$ cat src/rtl/cacheline_adaptor_if.sv
// Bus bundle between the line-level arbiter port and the beat-level
// physical memory port of the cache-line adaptor.
//
// Handshake: a line request (pmem_read_cla / pmem_write_cla) is held by
// the requester until pmem_resp_cla pulses for one cycle; on the memory
// side mem_read / mem_write stay high for the whole burst and each cycle
// with mem_resp=1 transfers exactly one beat, while mem_resp=0 cycles are
// wait states that move no data.
interface cacheline_adaptor_if #(
    parameter int LINE_W = 256,
    parameter int BEAT_W = 64
);
    // Line side (arbiter)
    logic              pmem_read_cla;
    logic              pmem_write_cla;
    logic [31:0]       pmem_address_cla;
    logic [LINE_W-1:0] pmem_wdata_256_cla;
    logic              pmem_resp_cla;
    logic [LINE_W-1:0] pmem_rdata_256_cla;

    // Beat side (physical memory)
    logic              mem_read;
    logic              mem_write;
    logic [31:0]       mem_address;
    logic [BEAT_W-1:0] mem_wdata;
    logic [BEAT_W-1:0] mem_rdata;
    logic              mem_resp;

    // The adaptor: masters the memory burst, serves the arbiter.
    modport master (
        input  pmem_read_cla, pmem_write_cla, pmem_address_cla,
               pmem_wdata_256_cla, mem_rdata, mem_resp,
        output pmem_resp_cla, pmem_rdata_256_cla, mem_read, mem_write,
               mem_address, mem_wdata
    );

    // The environment: arbiter plus physical memory.
    modport slave (
        output pmem_read_cla, pmem_write_cla, pmem_address_cla,
               pmem_wdata_256_cla, mem_rdata, mem_resp,
        input  pmem_resp_cla, pmem_rdata_256_cla, mem_read, mem_write,
               mem_address, mem_wdata
    );
endinterface

$ cat src/rtl/cacheline_adaptor.sv
// Cache-line adaptor: turns one LINE_W-bit line read/write into a burst of
// BEATS = LINE_W/BEAT_W beats on the physical memory port. All outputs come
// from registers or are decoded from registered state only.
module cacheline_adaptor #(
    parameter int LINE_W = 256,
    parameter int BEAT_W = 64
) (
    input  logic                clk,
    input  logic                rst,
    cacheline_adaptor_if.master bus,
    output logic [1:0]          state_o
);
    localparam int BEATS    = LINE_W / BEAT_W;
    localparam int CNT_W    = $clog2(BEATS);
    localparam int OFFSET_W = $clog2(LINE_W / 8);
    // Clears the byte-offset-within-line bits of a request address.
    localparam logic [31:0] ADDR_MASK = ~((32'd1 << OFFSET_W) - 32'd1);
    localparam logic [CNT_W-1:0] LAST_BEAT = CNT_W'(BEATS - 1);

    typedef enum logic [1:0] {
        S_IDLE  = 2'd0,
        S_READ  = 2'd1,
        S_WRITE = 2'd2,
        S_DONE  = 2'd3
    } state_e;

    state_e            state_q, state_d;
    logic [CNT_W-1:0]  cnt_q, cnt_d;
    logic [31:0]       addr_q, addr_d;
    logic [LINE_W-1:0] wline_q, wline_d;
    logic [LINE_W-1:0] line_q, line_d;
    int                beat_base;

    // Bit offset of the current beat inside a line.
    assign beat_base = BEAT_W * int'(cnt_q);

    // State register; reset aborts any burst in flight.
    always_ff @(posedge clk) begin
        if (rst) begin
            state_q <= S_IDLE;
        end else begin
            state_q <= state_d;
        end
    end

    // Next-state: read wins over write; DONE always returns to IDLE.
    always_comb begin
        state_d = state_q;
        unique case (state_q)
            S_IDLE: begin
                if (bus.pmem_read_cla) begin
                    state_d = S_READ;
                end else if (bus.pmem_write_cla) begin
                    state_d = S_WRITE;
                end
            end
            S_READ, S_WRITE: begin
                if (bus.mem_resp && cnt_q == LAST_BEAT) begin
                    state_d = S_DONE;
                end
            end
            S_DONE:  state_d = S_IDLE;
            default: state_d = S_IDLE;
        endcase
    end

    // Datapath next values: latch request in IDLE, advance one beat per mem_resp.
    always_comb begin
        cnt_d   = cnt_q;
        addr_d  = addr_q;
        wline_d = wline_q;
        line_d  = line_q;
        unique case (state_q)
            S_IDLE: begin
                cnt_d = '0;
                if (bus.pmem_read_cla) begin
                    addr_d = bus.pmem_address_cla & ADDR_MASK;
                end else if (bus.pmem_write_cla) begin
                    addr_d  = bus.pmem_address_cla & ADDR_MASK;
                    wline_d = bus.pmem_wdata_256_cla;
                end
            end
            S_READ: begin
                if (bus.mem_resp) begin
                    line_d[beat_base +: BEAT_W] = bus.mem_rdata;
                    cnt_d = cnt_q + 1'b1;
                end
            end
            S_WRITE: begin
                if (bus.mem_resp) begin
                    cnt_d = cnt_q + 1'b1;
                end
            end
            default: ;
        endcase
    end

    // Datapath registers; reset clears everything visible on the outputs.
    always_ff @(posedge clk) begin
        if (rst) begin
            cnt_q   <= '0;
            addr_q  <= '0;
            wline_q <= '0;
            line_q  <= '0;
        end else begin
            cnt_q   <= cnt_d;
            addr_q  <= addr_d;
            wline_q <= wline_d;
            line_q  <= line_d;
        end
    end

    // Outputs decoded from registered state only.
    always_comb begin
        bus.mem_read           = (state_q == S_READ);
        bus.mem_write          = (state_q == S_WRITE);
        bus.pmem_resp_cla      = (state_q == S_DONE);
        bus.mem_address        = addr_q;
        bus.pmem_rdata_256_cla = line_q;
        bus.mem_wdata          = '0;
        if (state_q == S_WRITE) begin
            bus.mem_wdata = wline_q[beat_base +: BEAT_W];
        end
        state_o = state_q;
    end
endmodule

$ cat src/flat_wrapper.sv
// flat-port wrapper written by rule: the top's interface ports become plain ports
module cacheline_adaptor_flat 
#(
    parameter int LINE_W = 256,
    parameter int BEAT_W = 64
)
  (clk, rst, state_o, bus_pmem_read_cla, bus_pmem_write_cla, bus_pmem_address_cla, bus_pmem_wdata_256_cla, bus_mem_rdata, bus_mem_resp, bus_pmem_resp_cla, bus_pmem_rdata_256_cla, bus_mem_read, bus_mem_write, bus_mem_address, bus_mem_wdata);
  cacheline_adaptor_if #(.LINE_W(LINE_W), .BEAT_W(BEAT_W)) bus_i ();
  input  logic clk;
  input  logic rst;
  output logic [1:0] state_o;
  input wire logic [$bits(bus_i.pmem_read_cla)-1:0] bus_pmem_read_cla;
  input wire logic [$bits(bus_i.pmem_write_cla)-1:0] bus_pmem_write_cla;
  input wire logic [$bits(bus_i.pmem_address_cla)-1:0] bus_pmem_address_cla;
  input wire logic [$bits(bus_i.pmem_wdata_256_cla)-1:0] bus_pmem_wdata_256_cla;
  input wire logic [$bits(bus_i.mem_rdata)-1:0] bus_mem_rdata;
  input wire logic [$bits(bus_i.mem_resp)-1:0] bus_mem_resp;
  output wire logic [$bits(bus_i.pmem_resp_cla)-1:0] bus_pmem_resp_cla;
  output wire logic [$bits(bus_i.pmem_rdata_256_cla)-1:0] bus_pmem_rdata_256_cla;
  output wire logic [$bits(bus_i.mem_read)-1:0] bus_mem_read;
  output wire logic [$bits(bus_i.mem_write)-1:0] bus_mem_write;
  output wire logic [$bits(bus_i.mem_address)-1:0] bus_mem_address;
  output wire logic [$bits(bus_i.mem_wdata)-1:0] bus_mem_wdata;
  assign bus_i.pmem_read_cla = bus_pmem_read_cla;
  assign bus_i.pmem_write_cla = bus_pmem_write_cla;
  assign bus_i.pmem_address_cla = bus_pmem_address_cla;
  assign bus_i.pmem_wdata_256_cla = bus_pmem_wdata_256_cla;
  assign bus_i.mem_rdata = bus_mem_rdata;
  assign bus_i.mem_resp = bus_mem_resp;
  assign bus_pmem_resp_cla = bus_i.pmem_resp_cla;
  assign bus_pmem_rdata_256_cla = bus_i.pmem_rdata_256_cla;
  assign bus_mem_read = bus_i.mem_read;
  assign bus_mem_write = bus_i.mem_write;
  assign bus_mem_address = bus_i.mem_address;
  assign bus_mem_wdata = bus_i.mem_wdata;
  cacheline_adaptor #(.LINE_W(LINE_W), .BEAT_W(BEAT_W)) u_core (.clk(clk), .rst(rst), .bus(bus_i), .state_o(state_o));
endmodule
$ cat config.mk
export PLATFORM = sky130hd
export DESIGN_NAME = cacheline_adaptor_flat
export DESIGN_NICKNAME = d
export VERILOG_FILES = /design/src/rtl/cacheline_adaptor_if.sv /design/src/rtl/cacheline_adaptor.sv /design/src/flat_wrapper.sv
export SDC_FILE = /design/constraint.sdc
export NUM_CORES = 1
export LEC_CHECK = 0
export ABC_AREA = 1
export BUFFER_PORTS_ARGS = -buffer_cell sky130_fd_sc_hd__buf_2
export CORE_AREA = 2 2 277 279
export CTS_CLUSTER_SIZE = 30
export DETAILED_ROUTE_END_ITERATION = 8
export DIE_AREA = 0 0 279 281
export PLACE_DENSITY = 0.59
export SYNTH_ARGS = -nofsm -noshare
export SYNTH_HDL_FRONTEND = slang
export SYNTH_SLANG_ARGS = --single-unit
export TNS_END_PERCENT = 10
$ cat constraint.sdc
create_clock -name clk -period 2.3 [get_ports clk]
set_clock_uncertainty 0.2 [all_clocks]
set_input_delay 0.46 -clock clk [delete_from_list [all_inputs] [get_ports clk]]
set_output_delay 0.46 -clock clk [all_outputs]
set_load 0.01 [all_outputs]
# After elaboration in Yosys (flattened, before gate mapping)
# Index checks and enable logic that the tools add are counted.
# totals
register_bits	548
inputBits	357
out_inout_bits	357
word_cells	38
# classes
n_addsub	2
eq_ne	7
shift	3
n_mux	10
n_bitwise	1
reduce_logical	10
# op_table
op	n
256-bit bitwise mux	1
64-bit by 33-bit variable shift with 256-bit output, first input constant	1
256-bit by 9-bit indexed part select with 64-bit output	1
64-bit by 33-bit indexed part select with 256-bit output	1
32-bit 2-to-1 mux	2
64-bit 2-to-1 mux	1
8-bit negation with 33-bit output	1
2-bit 2-to-1 mux	4
2-bit AND reduction	4
2-bit == test, second input constant	3
2-bit one-hot mux with 3 select lines	1
2-bit by 1-bit inequality test with 1-bit output, second input constant	2
2-bit one-hot mux with 2 select lines	1
2-bit nonzero test	2
3-bit inequality test, second input constant	1
3-bit AND reduction	1
2-bit by 1-bit adder with 2-bit output, second input constant	1
2-bit by 1-bit == test with 1-bit output, second input constant	1
2-bit zero test	1
2-bit OR reduction	1
1-bit logical AND	1
1-bit inverter	1

# Longest topological paths before layout
# depth
depth_word	4
mapped_depth	11
depth_no_buf	7

# Least setup slack after synthesis
# No wires, ideal clock.
# synth_timing
kind	register -> register
start	register u_core.cnt_q[0]
end	register u_core.line_q[152], in the netlist u_core.bus.pmem_rdata_256_cla[152]
setup_ns	0.070
t_arrival_ns	1.832
required_time_ns	2.030
slack_ns	0.198
stages_incl_launch_ff	10
path_buffers	3
period_less_slack_ns	2.102
cell_sequence	dfxtp_1 buf_2 buf_2 inv_1 ha_1 nand2_1 nor2_4 buf_2 nand3_1 a21oi_1
# synth_between
elab_chain_cells	3
elab_cells_between_ends	4
cone_classes	1 x add/sub; 2 x shift; 1 x mux
# synth_rtl
element	line	rtl
from (decl)	cacheline_adaptor.sv:28	logic [CNT_W-1:0] cnt_q, cnt_d;
from (signal assigned)	cacheline_adaptor.sv:106	cnt_q <= cnt_d;
8-bit negation with 33-bit output (*)	cacheline_adaptor.sv:85	line_d[beat_base +: BEAT_W] = bus.mem_rdata;
64-bit by 33-bit indexed part select with 256-bit output or 64-bit by 33-bit variable shift with 256-bit output (tied branches)	cacheline_adaptor.sv:85	
256-bit bitwise mux (*)	cacheline_adaptor.sv:85	
to (signal assigned)	cacheline_adaptor.sv:109	line_q <= line_d;
to (decl)	cacheline_adaptor.sv:31	logic [LINE_W-1:0] line_q, line_d;
# Every way passes the cells marked *; elsewhere a longest branch is shown, timed or not.
# A chain may end at the register's enable or synchronous reset.

# Worst setup path after layout
# layout_timing
start	register u_core.cnt_q[0]
end	output bus_mem_wdata[2]
# layout_between
elab_chain_cells	2
# layout_rtl
element	line	rtl
256-bit by 9-bit indexed part select with 64-bit output	cacheline_adaptor.sv:122	bus.mem_wdata = wline_q[beat_base +: BEAT_W];
64-bit 2-to-1 mux	cacheline_adaptor.sv:121	if (state_q == S_WRITE) begin
to (decl)	flat_wrapper.sv:23	output wire logic [$bits(bus_i.mem_wdata)-1:0] bus_mem_wdata;
# No other way between the ends.

==> flow_metrics.tcl <==
set metrics [dict create \
    htree_levels 2 \
    grt_pass1_vias 23300 \
    setup_viol 64 \
    seq_area_frac_synth 0.489 \
    ff2ff_path_depth 9 \
    rsz0062_at_grt "true" \
    worst_slack_ns -0.425 \
    ant_nets 0 \
    yosys_warnings 0 \
    dieHeight_um 281 \
    start_kind "flop" \
    hp-class "in -> reg" \
    hpwl_mm 60.4 \
    dieWidth_um 279 \
    fin_crit_ns 2.72 \
    crit_fanout 18 \
    tightest_slew_ns 1.02 \
    instances_no_fill 4995 \
    synthFlopType "dfxtp_1" \
    hold_violations 0 \
    nets 4324 \
    rows 101 \
    cts_tree "done" \
    crit_slowest_cell "dfxtp_4" \
    violations "setup timing" \
    period_share 1.18 \
    layout_commonest_cell "buf_2" \
    final_cell_mix "698 x buf_2, 570 x a21oi_1, 539 x dfxtp_1, 472 x nand2_1, 342 x dlygate4sd3_1" \
    syn_area_um2 22200 \
    crit_top_cell "buf_16" \
    clk_pin_slew_ns 0.06 \
    drtIter0Drc 1617 \
    port_buffers 703 \
    fmax_mhz 367 \
    syn_to_final_growth_pct 49.7 \
    dieArea_um2 78400 \
    crit_cells 6 \
    p_leak_nw 14.0 \
    crit_family "buffers and inverters" \
    cts_buffers 61 \
    slowest_delay_ns 0.36 \
    remaining_drc_errors 0 \
    tns_ns -20.78 \
    worstPathRequired_ns 1.64 \
    holdPathStages 3 \
    dr.pass1.iters 7 \
    ios 714 \
    cp_data_arrival_time_ns 2.06 \
    clock-root-buffer "clkbuf_16" \
    core_area_um2 75400 \
    dp_cells 4504 \
    avgSynthCellArea_um2 7.46 \
    synth_seq_cells 543 \
    synthArstFlopShare 0 \
    cts.sinks 543 \
    critPathCaptureType "output port" \
    clock_latency_ns 0.62 \
    slew_viol_final 0 \
    wl_mm 91.9 \
    drive_gt1_frac 0.242 \
    power_density_nw_per_um2 925 \
    routabilityCongestion 0.887 \
    status "finished with violations" \
    synthCells 2977 \
    worstSetupPathType "reg -> out" \
    grt_pass1_wl_mm 135 \
    grt_max_degree 208 \
    slew_headroom 0.321 \
    cap_violations 0 \
    via_count 24100 \
    worstPathCellList "buf_16, buf_16, buf_6, o211ai_1, a21oi_1, buf_2" \
    synth_cell_types 25 \
    antenna_found_initial 12 \
    overflow 0 \
    wire_per_inst_um 18.4 \
    irDropWorstVdd_uv 605 \
    vias_per_cell 4.83 \
    start_util 0.294 \
    cts_buffer_depth 3 \
    track_usage 0.221 \
    critPathBufInv 4 \
    synth_edf_count 0 \
]
==> synth_stat cells, types with 4 or more instances <==
master	n	area share
a21oi_1	578	0.13
buf_1	10	0.0017
buf_2	121	0.027
buf_4	15	0.0051
buf_6	5	0.0025
clkbuf_1	105	0.018
dfxtp_1	543	0.49
ha_1	9	0.0051
inv_1	331	0.056
inv_2	5	0.00085
nand2_1	486	0.082
nand3_1	35	0.0079
nand4_1	64	0.018
nor2_1	194	0.033
nor2_4	4	0.0020
o211ai_1	129	0.044
o21ai_0	335	0.075
==> logic make-up after synthesis <==
logic type | after synthesis | synth area share
compound gates | 1044 | 0.250
simple gates | 786 | 0.144
buf+inv | 594 | 0.111
flops | 543 | 0.489
fa+ha+maj | 9 | 0.00507
other cells | 1 | 0.000169
==> report_power, final <==
group / leakage (nW) / switching, mW / total (mW) / internal (mW)
Clock: 0.969 / 4.12 / 9.72 / 5.60
Combinational: 8.64 / 6.01 / 9.88 / 3.87
Sequential: 4.42 / 0.533 / 11.2 / 10.6
Total: 14.0 / 10.7 / 30.7 / 20.1
==> stage by stage <==
step	total power [mW]	setup slack [ns]	util	hold slack (ns)	area, um2
final	30.7	-0.425	0.441	0.0425	33200
after CTS	30.7	-0.465	0.437	0.00216	33000
after global placement	19.5	0.0960	0.359	0.230	27000
after global routing	32.3	-0.505	0.441	0.0407	33200
after floorplan	16.2	0.198	-	0.223	22200
after detailed placement	19.6	0.0771	0.359	0.233	27000
==> state kept, by name (all words and copies together), names as in the netlist <==
name / flops
u_core.state_o: 2
u_core.cnt_q: 2
u_core.bus.pmem_rdata_256_cla: 256
u_core.wline_q: 256
u_core.bus.mem_address: 27
==> layout make-up <==
cell class / instances / area (um2)
Clock buffer: 93 / 1800
Clock inverter: 17 / 176
Antenna cell: 12 / 30.0
Sequential cell: 543 / 10900
Tap cell: 978 / 1220
Inverter: 337 / 1280
Fill cell: 7501 / 42200
Multi-Input combinational cell: 1844 / 9000
Timing Repair Buffer: 1171 / 8840
==> path summary, 6_finish.rpt <==
kind / from / endpoint / slack, ns
hold / removal: bus_pmem_wdata_256_cla[58] / u_core.wline_q[58]$_SDFFE_PP0P_ / 0.04
hold reg to reg: u_core.wline_q[56]$_SDFFE_PP0P_ / u_core.wline_q[56]$_SDFFE_PP0P_ / 0.24
setup reg to reg: u_core.cnt_q[1]$_SDFFE_PP0P_ / u_core.bus.pmem_rdata_256_cla[164]$_SDFFE_PP0P_ / 0.06
setup / recovery: u_core.cnt_q[0]$_SDFFE_PP0P_ / bus_mem_wdata[2] / -0.42
==> routing by layer <==
metal	global-route usage	up-vias	share of wire
met5	0	-	0.00014
met4	0.101	2	0.042
met3	0.0471	231	0.066
met2	0.370	917	0.47
met1	0.270	11200	0.42
li1	-	11800	-
==> what timing repair did <==
action                                  CTS  global route
endpoints found under the hold margin   415             0
setup buffers                            10             5
hold buffers                            342             0
endpoints found under the setup margin   64           186
gates cloned                              9             3
pin swaps                                45            30
gates resized for setup                  46            26
==> worst reg2reg max path, cell delays in order, from the launching register on <==
cell and delay (ns):
dfxtp_4 0.40, buf_8 0.13, clkbuf_16 0.23, ha_1 0.18
inv_1 0.06, nor2_4 0.25, inv_2 0.21, buf_4 0.27
a21oi_1 0.15, nor2_1 0.05
Power figures use the tool's default switching activity.
